===== src/rtl/debounce_multi.sv =====
// ============================================================================
//  Module      : debounce_multi
//  Description : Multi-channel switch debouncer. Each raw input is
//                synchronised through two flops and sampled on a shared
//                prescaled tick; a channel's debounced level changes only
//                after STABLE_CNT consecutive ticks that disagree with it.
//                One-cycle RISE/FALL pulses accompany every accepted change.
//
//  Ports       : CLK     - system clock, rising edge
//                RESET   - synchronous, active-high reset
//                SW_IN   - raw asynchronous switch levels   [N_CH]
//                SW_OUT  - debounced levels                 [N_CH]
//                RISE    - 1-cycle pulse on SW_OUT 0->1      [N_CH]
//                FALL    - 1-cycle pulse on SW_OUT 1->0      [N_CH]
//                TICK    - 1-cycle sample strobe
//                LONG    - 1-cycle long-press pulse         [N_CH]
//
//  Build option: DEBOUNCE_LONG_PRESS_EN - when defined, per-channel hold
//                counters drive LONG; when undefined LONG is tied to 0.
//
//  Revision    : 1.0 - initial release
// ============================================================================
`default_nettype none

module debounce_multi #(
    parameter int   N_CH       = 4,
    parameter int   TICK_DIV   = 100000,
    parameter int   STABLE_CNT = 10,
    parameter logic RST_VAL    = 1'b0,
    parameter int   LONG_TICKS = 1000
) (
    input  logic            CLK,
    input  logic            RESET,
    input  logic [N_CH-1:0] SW_IN,
    output logic [N_CH-1:0] SW_OUT,
    output logic [N_CH-1:0] RISE,
    output logic [N_CH-1:0] FALL,
    output logic            TICK,
    output logic [N_CH-1:0] LONG
);

    localparam int c_PW = (TICK_DIV   > 1) ? $clog2(TICK_DIV)   : 1;
    localparam int c_CW = (STABLE_CNT > 1) ? $clog2(STABLE_CNT) : 1;

    localparam logic [c_PW-1:0] c_DIV_MAX = c_PW'(TICK_DIV - 1);
    localparam logic [c_CW-1:0] c_CNT_MAX = c_CW'(STABLE_CNT - 1);

    // ------------------------------------------------------------------
    // Two-flop synchroniser
    // ------------------------------------------------------------------
    logic [N_CH-1:0] r_sync1;
    logic [N_CH-1:0] r_sync2;

    always_ff @(posedge CLK) begin
        if (RESET) begin
            r_sync1 <= {N_CH{RST_VAL}};
            r_sync2 <= {N_CH{RST_VAL}};
        end else begin
            r_sync1 <= SW_IN;
            r_sync2 <= r_sync1;
        end
    end

    // ------------------------------------------------------------------
    // Shared prescaler; TICK is registered so it is high in the cycle
    // following the wrap, which is the cycle the channels act on.
    // ------------------------------------------------------------------
    logic [c_PW-1:0] r_pre;
    logic            r_tick;

    always_ff @(posedge CLK) begin
        if (RESET) begin
            r_pre  <= '0;
            r_tick <= 1'b0;
        end else if (r_pre == c_DIV_MAX) begin
            r_pre  <= '0;
            r_tick <= 1'b1;
        end else begin
            r_pre  <= r_pre + 1'b1;
            r_tick <= 1'b0;
        end
    end

    assign TICK = r_tick;

    // ------------------------------------------------------------------
    // Per-channel acceptance counters
    // ------------------------------------------------------------------
    for (genvar g = 0; g < N_CH; g++) begin : g_ch
        logic [c_CW-1:0] r_cnt;
        logic            r_out;
        logic            r_rise;
        logic            r_fall;

        always_ff @(posedge CLK) begin
            if (RESET) begin
                r_cnt  <= '0;
                r_out  <= RST_VAL;
                r_rise <= 1'b0;
                r_fall <= 1'b0;
            end else begin
                r_rise <= 1'b0;
                r_fall <= 1'b0;
                if (r_tick) begin
                    if (r_sync2[g] == r_out) begin
                        // Any agreeing tick throws away partial progress.
                        r_cnt <= '0;
                    end else if (r_cnt == c_CNT_MAX) begin
                        r_out  <= r_sync2[g];
                        r_cnt  <= '0;
                        r_rise <= r_sync2[g];
                        r_fall <= ~r_sync2[g];
                    end else begin
                        r_cnt <= r_cnt + 1'b1;
                    end
                end
            end
        end

        assign SW_OUT[g] = r_out;
        assign RISE[g]   = r_rise;
        assign FALL[g]   = r_fall;

`ifdef DEBOUNCE_LONG_PRESS_EN
        localparam int c_LW = $clog2(LONG_TICKS + 1);
        localparam logic [c_LW-1:0] c_LONG_MAX = c_LW'(LONG_TICKS);

        logic [c_LW-1:0] r_hold;
        logic            r_long;

        // Saturating at LONG_TICKS makes the pulse fire once per press.
        always_ff @(posedge CLK) begin
            if (RESET) begin
                r_hold <= '0;
                r_long <= 1'b0;
            end else begin
                r_long <= 1'b0;
                if (!r_out) begin
                    r_hold <= '0;
                end else if (r_tick && (r_hold != c_LONG_MAX)) begin
                    r_hold <= r_hold + 1'b1;
                    if (r_hold == c_LONG_MAX - 1'b1) begin
                        r_long <= 1'b1;
                    end
                end
            end
        end

        assign LONG[g] = r_long;
`else
        assign LONG[g] = 1'b0;
`endif
    end

`ifndef DEBOUNCE_LONG_PRESS_EN
    // LONG_TICKS only sizes the hold counters; this empty block keeps the
    // parameter referenced when they are not built.
    if (LONG_TICKS < 1) begin : g_long_ticks_unused
    end
`endif

endmodule

`default_nettype wire


===== config.mk =====
export PLATFORM = sky130hd
export DESIGN_NAME = debounce_multi
export DESIGN_NICKNAME = d
export VERILOG_FILES = /design/src/rtl/debounce_multi.sv
export SDC_FILE = /design/constraint.sdc
export NUM_CORES = 1
export LEC_CHECK = 0
export ABC_AREA = 1
export BUFFER_PORTS_ARGS = -buffer_cell sky130_fd_sc_hd__buf_4
export CORE_MARGIN = 2
export CORE_UTILIZATION = 50
export CTS_BUF_LIST = sky130_fd_sc_hd__clkbuf_16
export CTS_CLUSTER_DIAMETER = 30
export DETAILED_ROUTE_END_ITERATION = 7
export PLACE_DENSITY = 0.75
export SYNTH_ARGS = -nofsm -noshare
export SYNTH_HDL_FRONTEND = slang
export SYNTH_SLANG_ARGS = --single-unit

===== constraint.sdc =====
create_clock -name CLK -period 3.3 [get_ports CLK]
set_input_delay 0.33 -clock CLK [delete_from_list [all_inputs] [get_ports CLK]]
set_output_delay 0.33 -clock CLK [all_outputs]
set_load 0.02 [all_outputs]

======== Word-level counts from Yosys, hierarchy flattened ========
Cells that the tools add are included.
storage, ports and cells
  memory bits (read-only) ................. 0
  register bits after elaboration ......... 54
  logic and storage cells ................. 65
  memory bits (writable) .................. 0
  bits of input ports ..................... 6
  bits in latches ......................... 0
  output and inout port bits .............. 17
  memories ................................ 0
operators by class
  multiplexer cells ....................... 9
  bitwise operators ....................... 13
  $mul .................................... 0
  shift operators ......................... 0
  add/sub/neg operators ................... 5
  div/mod/pow operators ................... 0
  eq/ne operators ......................... 9
  reductions and logical operators ........ 9
  magnitude comparators ................... 0
operator list
  cell                                           count
  two-way mux 4 bit                              8
  adder 17 x 1 -> 17 bit, second input constant  1
  equality test 17 bit, second input constant    1
  adder 4 x 1 -> 4 bit, second input constant    4
  equality test 4 bit, second input constant     4
  OR reduction 4 bit                             4
  inverter 1 bit                                 13
  AND reduction 3 bit                            4
  equality test 1 bit                            4
  OR reduction 2 bit                             1
  two-way mux 1 bit                              1

======== Longest topological paths before layout ========
  word-level depth ........................ 3
  gate-level depth with buffers ........... 9
  gate-level depth less buffers ........... 9

======== Worst setup path before layout ========
OpenSTA, ideal clock, no wires.
  path type ............................... reg2reg
  start ................................... reg r_pre[0]
  end ..................................... reg r_pre[6]
  setup slack ............................. 2035 ps
  data arrival time ....................... 1149 ps
  library setup time ...................... 116 ps
  stages on the path, launching flop included .. 8
  data required time ...................... 3184 ps
  clock period less this slack ............ 1265 ps
  path buffers ............................ 1
  path through ............................ dfxtp_1 ha_1 nand2_2 nor2_4 nand3_2 nand2_4 buf_12 nor2_1
on the way
  longest elaborated chain between the ends .. 2
RTL lines
  element                                                         RTL line  source
  start: declaration                                              68        logic [c_PW-1:0] r_pre;
  start signal: assignment                                        79        r_pre <= r_pre + 1'b1;
  branches (longest 2 deep; another with adder 17 x 1 -> 17 bit)  -
Several ways; the timed one is not identified.
A chain may end at the register's enable or synchronous reset.

======== Worst setup path after layout ========
  start ................................... reg r_tick (netlist: TICK)
  end ..................................... reg g_ch[3].r_out
on the way
  longest elaborated chain between the ends .. 1
RTL lines
  element                               RTL line  source
  start: declaration                    69        logic r_tick;
  start signal: assignment              74        r_tick <= 1'b0;
  start signal: assignment              77        r_tick <= 1'b1;
  start signal: assignment              80        r_tick <= 1'b0;
  AND reduction 3 bit (no source line)  -
  end signal: assignment                109       r_out <= r_sync2[g];
  end: declaration                      91        logic r_out;
No other way between the ends.

==> reports/results.env <==
STATUS='complete, no violations'
HOLD_PATH_STARTPOINT='SW_IN[2]'
ROOT_BUFFER='clkbuf_16'
CLOCK_SKEW_NS=0.00480
CLOCK.FMAX_MHz=672
FLOORPLAN.INITIALDENSITY_PCT=51.6
HOLD-PATH-ENDPOINT='r_sync1[2]'
POST_DRT_WL_PER_CELL_MICRONS=10.2
R2R_SETUP_SLACK_NS=1.81
DATA_ARRIVAL_TIME_OF_THE_WORST_PATH_NS=1.72
CTS.SINKS=54
TOTAL_ROUTING_USAGE_GR_PCT=16.1
CRITPATHCAPTURETYPE='register'
LARGEST_NET_DEGREE_AT_THE_START_OF_GLOBAL_ROUTING=30
SYNTH.YOSYS.SEQ_AREA_SHARE_PCT=41.3
DIE_AREA_SQ_UM=5830
MIN_PERIOD_OVER_PERIOD_PCT=45.1
FINAL_SETUP_TNS_NS=0
DR_TOTAL_VIAS=2001
DRTANTENNAVIOLNETS=0
WORST_SKEW_PAIR.LATE_LATENCY_NS=0.29
FIRST_PASS_GRT_WIRE_LENGTH_MICRONS=7590
IRDROPWORSTVDD_mV=0.331
PIN_COUNT=23
VIAS_IN_THE_FIRST_GLOBAL_ROUTE=1777
REQUIRED_TIME_REPORTED_FOR_THE_CRITICAL_PATH_ENDPOINT_NS=3.53
WORSTHOLDPATHTYPE='input port to register'
NETLIST.TOP_CELL.BY_AREA='dfxtp_1'
DRV.MAX_CAP_VIOLATION_COUNT=0
CRITICALPATHCATEGORY='register to register'
POWER.DENSITY_nW_PER_UM2=455
SYNTH_CELLS=354
POST_CTS_HOLD_BUFFER_COUNT=0
FINAL_COMMON_CELL='nand2_1'
SYNTH-SEQ-CELLS=54
SYNTH.CELL_AREA_SQ_UM=2620
YOSYSWARNINGS=0
TIMING.FINAL.HOLD_VIOLATIONS=0
CORE_AREA_SQ_UM=5070
TIMING.CRITICAL_PATH.FANOUT_MAX=13
SYNTH_CELL_TYPE_COUNT=28
SYNTH_TOP_AREA_SHARE_PCT=41.3
GP_CONGESTION=0.849
DRTITER0DRC=81
CTS_MAX_LEVEL=2
POST_CTS_RESIZE_COUNT=0
NUMCTSBUFFERS=5
AVGVIACOUNTPERCELL=4.64
NUMBER_OF_SETUP_BUFFERS_ADDED_AFTER_CTS=0
DESIGN_POWER_uW=1300
WORST_SETUP_HOLD_PATH_CLK_SLEW_NS=0.07
NUMBER_OF_ANTENNA_VIOLATIONS_AT_THE_FIRST_CHECK_IN_GLOBAL_ROUTING=0
WORST_R2R_PATH_DEPTH=4
NUM_ANTENNA_CELLS=0
FINALNETCOUNT=375
AREA_DELTA_SYNTH_FINAL_PCT=9.13
LEAKAGE_uW=0.00116
GRT.OVERFLOW.TOTAL=0
DETAIL_ROUTE.FIRST_PASS.ITERATIONS=4
HPWLAFTERDP_MICRONS=3090
SETUP.WORST_PATH.START_CLASS='register'
TRITONCTS='yes'
R2R-START='TICK'
MIN_PATH_CELLS=3
MOST-COMMON-LAYOUT-CELLS='75 x nand2_1, 55 x nor2_1, 54 x dfxtp_1, 45 x inv_1, 20 x a21oi_1'
DIE_W_MICRONS=76.4
SYNTH.AVG_CELL_AREA_SQ_UM=7.40
TIMING.FINAL.SETUP_VIOLATIONS=0
PERIOD_NEEDED_NS=1.49
CLK_PATH_BUF_DEPTH=2
WORST_R2R_ENDPOINT='g_ch[3].r_out'
ROWS=26
TOTAL_ROUTED_WIRELENGTH_MICRONS=4390
FINAL_LAYOUT_SIZE_SUFFIX_GT1_SHARE_PCT=13.6
AREA_CONTRIBUTORS_POST_SYNTH='dfxtp_1 41%, nand2_1 11%, nor2_1 7.9%'
PORTBUFFERS=18
DIE_Y_MICRONS=76.4
SLEW_VIOL_FINAL=0
REMAINING_DRC_ERRORS=0
RSZ0062_AT_GRT='no'
-- sequential cells by signal (all words and copies together) (netlist names) --
| name | flops |
|---|---|
| r_pre | 17 |
| g_ch.r_rise | 4 |
| r_sync2 | 4 |
| g_ch.r_fall | 4 |
| TICK | 1 |
| g_ch.r_out | 4 |
| r_sync1 | 4 |
| g_ch.r_cnt | 16 |
-- cells in the mapped netlist --
cell type,instances
nor3_2,5
ha_1,9
inv_1,45
nor2_2,11
conb_1,1
nand3_1,19
nand2_2,4
xor2_1,10
clkbuf_1,1
o21ai_1,2
xnor2_1,6
o21ai_0,3
buf_4,16
buf_1,1
a21oi_1,20
nand3_2,1
nor3_1,1
nand2_1,75
nand2_4,1
buf_2,3
nor2_4,1
inv_2,1
nand4_1,3
nor2_1,55
o21bai_1,1
buf_12,1
dfxtp_1,54
o21a_1,4
-- per-stage QoR --
stage / utilization, % / instances / hold WS, ns / setup WS, ns / cell area [sq um]
floorplan: - / 357 / 0.388 / 2.03 / 2630
global placement: 53.0 / 423 / 0.390 / 1.95 / 2690
detailed placement: 53.0 / 423 / 0.392 / 1.85 / 2690
CTS: 56.3 / 431 / 0.229 / 1.83 / 2860
global route: 56.3 / 431 / 0.246 / 1.69 / 2860
finish: 56.3 / 431 / 0.230 / 1.81 / 2860
-- cell families after synthesis --
family,share of synthesized area (%)
other,0.143
AND/OR/NAND/NOR,29.9
AO/OA/AOI/OAI,6.21
adder cells (fa/ha/maj),4.30
buffers and inverters,12.8
flip-flops,41.3
XOR/XNOR,5.35
-- final cells by class --
type	instances	area, sq um
Tap cell	70	87.6
Clock buffer	5	125
Sequential cell	54	1080
Inverter	46	173
Multi-Input combinational cell	235	1210
Clock inverter	3	42.5
Fill cell	496	2220
Timing Repair Buffer	18	135
-- report_power, final --
group,total (uW),leakage (uW),switching (uW),internal [uW]
Sequential,665,0.000437,6.21,659
Clock,598,0.0000818,240,358
Combinational,35.6,0.000641,24.0,11.6
Total,1300,0.00116,270,1030
-- metal layers --
metal  GRT usage [%]  up-vias  wire (microns)
met3            3.20        8             175
met2            28.2       37            2080
met4            7.64        0              89
li1                -     1078               -
met5               0        -               0
met1            18.8      878            2040
-- critical path: stages (launching register included) --
cell and delay (ns):
dfxtp_1 0.56, inv_1 0.32, nor3_1 0.31, o21ai_0 0.11, a21oi_1 0.13
-- worst max-delay path by stage --
stage	from	to	slack [ns]
6_report	TICK	g_ch[3].r_out	1.81
4_1_cts	TICK	g_ch[3].r_out	1.83
3_3_place_gp	TICK	g_ch[3].r_out	1.95
2_1_floorplan	r_pre[0]	r_pre[6]	2.03
5_1_grt	TICK	g_ch[3].r_out	1.69
3_5_place_dp	TICK	g_ch[3].r_out	1.85
(Power assumes the default switching activity.)
